`src/rtl/pipe_track.sv`:
```
// Pipeline instruction-word tracker: shifts decode/execute/memory/wrback words,
// applies hazard stalls and branch flushes, counts stalls/retires, and latches a stall watchdog fault.
module pipe_track #(
  parameter int STALL_MAX = 16,
  parameter int CNT_W     = 16
) (
  input  logic             clk,
  input  logic             rst,
  input  logic             fetch_valid,
  input  logic [31:0]      fetch_instr,
  output logic             fetch_ready,
  input  logic             stall,
  input  logic             flush,
  output logic [31:0]      decode,
  output logic [31:0]      execute,
  output logic [31:0]      memory,
  output logic [31:0]      wrback,
  output logic [CNT_W-1:0] stall_count,
  output logic [CNT_W-1:0] retired_count,
  output logic             stall_err
);

  // state | meaning
  // RUN   | pipeline advancing normally (or just flushed)
  // HOLD  | last edge applied a stall; decode held, bubble injected
  // FAULT | stall persisted STALL_MAX edges; everything frozen until rst
  typedef enum logic [1:0] {RUN, HOLD, FAULT} state_t;

  localparam logic [31:0]      NOP       = 32'h0000_0000;
  localparam logic [7:0]       HOLD_LAST = 8'(STALL_MAX - 1);
  localparam logic [CNT_W-1:0] CNT_MAX   = '1;
  localparam logic [CNT_W-1:0] CNT_ONE   = CNT_W'(1);

  state_t     state;
  logic [7:0] hold_cnt;

  assign fetch_ready = !stall && !flush && (state != FAULT);

  always_ff @(posedge clk) begin
    if (rst) begin
      state         <= RUN;
      hold_cnt      <= 8'd0;
      decode        <= NOP;
      execute       <= NOP;
      memory        <= NOP;
      wrback        <= NOP;
      stall_count   <= '0;
      retired_count <= '0;
      stall_err     <= 1'b0;
    end else if (state != FAULT) begin
      wrback <= memory;
      memory <= execute;
      if (wrback != NOP && retired_count != CNT_MAX)
        retired_count <= retired_count + CNT_ONE;

      // flush wins over stall: wrong-path decode word is dropped, not counted as a stall
      if (flush) begin
        execute  <= NOP;
        decode   <= NOP;
        hold_cnt <= 8'd0;
        state    <= RUN;
      end else if (stall) begin
        execute  <= NOP;
        hold_cnt <= hold_cnt + 8'd1;
        if (stall_count != CNT_MAX)
          stall_count <= stall_count + CNT_ONE;
        if (hold_cnt == HOLD_LAST) begin
          state     <= FAULT;
          stall_err <= 1'b1;
        end else begin
          state <= HOLD;
        end
      end else begin
        execute  <= decode;
        decode   <= fetch_valid ? fetch_instr : NOP;
        hold_cnt <= 8'd0;
        state    <= RUN;
      end
    end
  end

endmodule

```
`config.mk`:
```
export PLATFORM = sky130hd
export DESIGN_NAME = pipe_track
export DESIGN_NICKNAME = d
export VERILOG_FILES = /design/src/rtl/pipe_track.sv
export SDC_FILE = /design/constraint.sdc
export NUM_CORES = 1
export LEC_CHECK = 0
export CORE_MARGIN = 4
export CORE_UTILIZATION = 38
export DETAILED_ROUTE_END_ITERATION = 6
export HOLD_SLACK_MARGIN = 0.05
export PLACE_DENSITY = 0.74
export SLEW_MARGIN = 20
export SYNTH_ARGS = -nofsm -noshare
export SYNTH_HDL_FRONTEND = slang
export SYNTH_SLANG_ARGS = --single-unit
```
`constraint.sdc`:
```
create_clock -name clk -period 2.97 [get_ports clk]
set_clock_uncertainty 0.1 [all_clocks]
set_input_delay 0.594 -clock clk [delete_from_list [all_inputs] [get_ports clk]]
set_output_delay 0.594 -clock clk [all_outputs]
set_load 0.01 [all_outputs]
```
Word level (Yosys, flattened, before mapping)
Index checks and enable logic that the tools add are counted.
- flip-flop bits (word level): 171
- input port bits: 37
- output and inout bits: 162
- $add $sub $neg: 3
- equal/unequal tests: 5
- muxes and demuxes: 10
- bitwise operators: 1
- reductions and logical operators: 10
- operator list (kind ; number):
    $mux 32 ; 5
    $add 16x1->16 const B ; 2
    $ne 16x16->1 const B ; 2
    $reduce_bool 32->1 ; 1
    $mux 8 ; 2
    $add 8x1->8 const B ; 1
    $eq 8x4->1 const B ; 1
    $reduce_and 4->1 ; 2
    $mux 2 ; 3
    $reduce_and 2->1 ; 2
    $logic_and 1x1->1 ; 3
    $logic_not 1->1 ; 2
    $ne 2x1->1 const B ; 1
    $ne 2x2->1 const B ; 1
    $not 1->1 ; 1

Logic depth before layout (Yosys ltp)
Gate-level depths: netlist of run 1.
- word-level depth: 4
- mapped depth: 7
- mapped depth without buffers: 5

Worst setup path after synthesis of run 1
OpenSTA, ideal clock, no wires.
- kind: input to output
- from: input flush
- to: output fetch_ready
- data arrival time: 1.239 ns
- required time: 2.276 ns
- setup slack: 1.037 ns
- stages: 2
- path buffers: 1
- cells stage by stage: nor3_2 clkbuf_1
- cells in the longest elaborated chain, start to end: 3
- ends and longest elaborated chain (what ; line ; source):
    from (decl) ; 13 ; input logic flush,
    $logic_not 1->1 ; 37 ; assign fetch_ready = !stall && !flush && (state != FAULT);
    $logic_and 1x1->1 (2 in series) ; 37 ;
    to (decl) ; 11 ; output logic fetch_ready,
No other way between the ends.

Worst setup path in the final report of run 1
Ends and elaborated chain as after synthesis.

==> flow_summary.yaml, run 1 <==
status:
  run_status: "completed"
setup_path:
  crit_top_cell: "clkdlybuf4s50_1"
  path_cells: "clkdlybuf4s50_1 -> nor3_4 -> clkdlybuf4s50_1"
  path_buf_inv: 2
  r2r_start: "wrback[17]$_SDFFE_PP0P_"
  crit_arrival_ps: 2010
  critPathKind: "input pin to output pin"
  cp_max_fo: 3
  cp-start-kind: "input pin"
  required_ps: 2280
  worstSetupStartpoint: "flush"
  cpPeakStageDelay_ps: 600
  crit_family: "buffers and inverters"
  crit_path_end_kind: "output pin"
  cpMaxStageDelayCell: "clkdlybuf4s50_1"
pwr:
  finalPower_uw: 4662
  powerDensity_mw_per_mm2: 508.1
  p_leak_uw: 0.003059
  ir_drop_v: 0.0003790
drt:
  drtIter0Drc: 310
  routed_wl_mm: 18.26
  vias: 5833
  viasPerCell: 5.213
  first_pass_iters: 4
  post_drt_wl_per_cell_um: 16.32
  route.detailed.drc: 0
  ant_nets: 0
min_path:
  hp-start: "rst"
  hp-class: "input pin to flop"
sta:
  clock.fmax_mhz: 370.2
  slew-limit-headroom: 0.5211
  final-setup-viol-count: 0
  rsz0062_at_grt: "no"
  hold_viol: 0
  tightest_slew_ps: 718.4
  finalCriticalPeriod_ps: 2702
  hold-worst-slack_ps: 349.0
  period_share: 0.9096
  report.final.slew_viol_count: 0
  timing.setup.tns_ps: 0
clock_tree:
  cts-resized-gates: 0
  holdBufCountCts: 0
  clk_pin_slew_ps: 60
  clockBufferDepth: 2
  cts.sinks: 171
  clk_latency_ps: 420
  ctsRootBufferMaster: "clkbuf_16"
  cts_tree: "built"
  post_cts_buffers: 0
  htree_num_levels: 4
  numCtsBuffers: 17
logic_synthesis:
  synth_ff_type: "dfxtp_1"
  post_synth_num_cell_types: 48
  synth_nets: 745
  synth_area_leaders: "dfxtp_1 53%, nand2_1 8.0%, a21oi_1 6.4%"
  synth_warnings: 0
  synth_edf_count: 0
  synthTopCellsByCount: "171 x dfxtp_1, 138 x nand2_1, 82 x a21oi_1"
  async_flop_share: 0
  seq_area_frac_synth: 0.5316
  yosysMostFrequentCell: "dfxtp_1"
  yosysTopAreaCell: "dfxtp_1"
  ys_seq_elements: 171
  postSynthAreaPerCell_um2: 9.135
  synth_top_area_share: 0.5316
  synthCells: 705
  syn_area_mm2: 0.006440
global_routing:
  grt_usage: 0.1868
  grt_max_degree: 68
  antenna_found_initial: 0
  grt_pass1_vias: 5584
  grt-ovfl-total: 0
  grt_pass1_wl_mm: 29.51
die:
  rows: 47
  die_h_um: 138.2
  core_mm2: 0.01658
  dieArea_mm2: 0.01909
  start_util: 0.3883
  ios: 199
  die_w_um: 138.2
placed_design:
  dp.cells: 1087
  port_buffers: 198
  globalplace.congestion: 0.8291
  dp_hpwl_mm: 12.57
final_layout:
  syn_to_final_growth_pct: 42.49
  drive_above_1_share: 0.07898
  final_util: 0.5533
  final_cells: 1119
  antennaDiodeCount: 0
  num-nets-final: 926
flow_run:
  maxCapViolCount: 0
[flip-flops by register name, summed over array words and instances (netlist names), 2 cells and up]
register	flops
stall_count	16
retired_count	16
memory	32
wrback	32
hold_cnt	8
state	2
decode	32
execute	32
[cells by family (layout without fill, tap and decap cells)]
| family | after synthesis | after routing | synth area share |
|---|---|---|---|
| flip-flops | 171 | 171 | 0.5316 |
| buffers and inverters | 54 | 248 | 0.03808 |
| AO/OA/AOI/OAI | 175 | 175 | 0.1852 |
| XOR/XNOR | 21 | 21 | 0.02856 |
| AND/OR/NAND/NOR | 278 | 278 | 0.2052 |
| adder cells (fa/ha/maj) | 3 | 3 | 0.005829 |
| multiplexers | 3 | 3 | 0.005634 |
[worst reg2reg max path, cell delays in order, from the launching register on]
cell and delay [ps]:
dfxtp_1 330, nor4_1 400, nand4_1 320, o21ai_2 450
nor4_1 120, mux2_1 320
[worst paths after layout]
check	cells after the start	slack [ps]	end
min reg2reg	2	370	memory[12]$_SDFFE_PP0P_
min	2	350	retired_count[5]$_SDFFE_PP0P_
max	3	270	fetch_ready
max reg2reg	5	830	retired_count[14]$_SDFFE_PP0P_
[report_power, final]
group          switching (µW)  total, µW  internal [µW]
clock network             959       2160           1200
logic                    90.5        179           88.4
registers                16.4       2320           2310
total                    1070       4660           3600
[layout by cell type (no fill, tap or decap), types with 9 or more instances in the layout]
cell type | synthesis | layout
buf_4 | 0 | 14
dfxtp_1 | 171 | 171
a21oi_1 | 82 | 81
xor2_1 | 9 | 9
nand4_1 | 10 | 10
a22o_1 | 32 | 32
a22oi_1 | 33 | 33
nand3_1 | 14 | 14
nor4_1 | 10 | 10
nor2_1 | 65 | 65
clkbuf_16 | 0 | 17
clkdlybuf4s50_1 | 0 | 197
nand2_1 | 138 | 138
xnor2_1 | 12 | 12
[routing by layer]
layer  wire [µm]  global-route usage
met1        8206              0.2409
met2        8253              0.2909
met5           0                   0
met4         446             0.07072
met3        1357             0.06388
[area by class of cell]
type | count | area [µm²]
multi-input cells | 480 | 2791
clock buffers | 19 | 442.9
inverters | 4 | 15.01
flip-flops and latches | 171 | 3423
repair buffers | 212 | 2097
well taps | 220 | 275.3
clock inverters | 13 | 131.4
fillers | 1529 | 7407
[stage by stage]
stage                     cell area, µm²  worst slack [ps]
after floorplan                     6440              1037
after CTS                           9176             256.7
after global placement              8602             270.0
after detailed placement            8602             262.4
after global routing                9176             234.3
final                               9176             268.4
No activity file was read; power rests on OpenSTA's default activity.
==> run 2: changes to the inputs <==
--- a/config.mk
+++ b/config.mk
@@ -7,6 +7,7 @@
 export LEC_CHECK = 0
 export CORE_MARGIN = 4
 export CORE_UTILIZATION = 38
+export CTS_CLUSTER_SIZE = 40
 export DETAILED_ROUTE_END_ITERATION = 6
 export HOLD_SLACK_MARGIN = 0.05
 export PLACE_DENSITY = 0.74
==> results of run 2 <==
No change in the layout: final DEF, timing and power equal those of run 1.
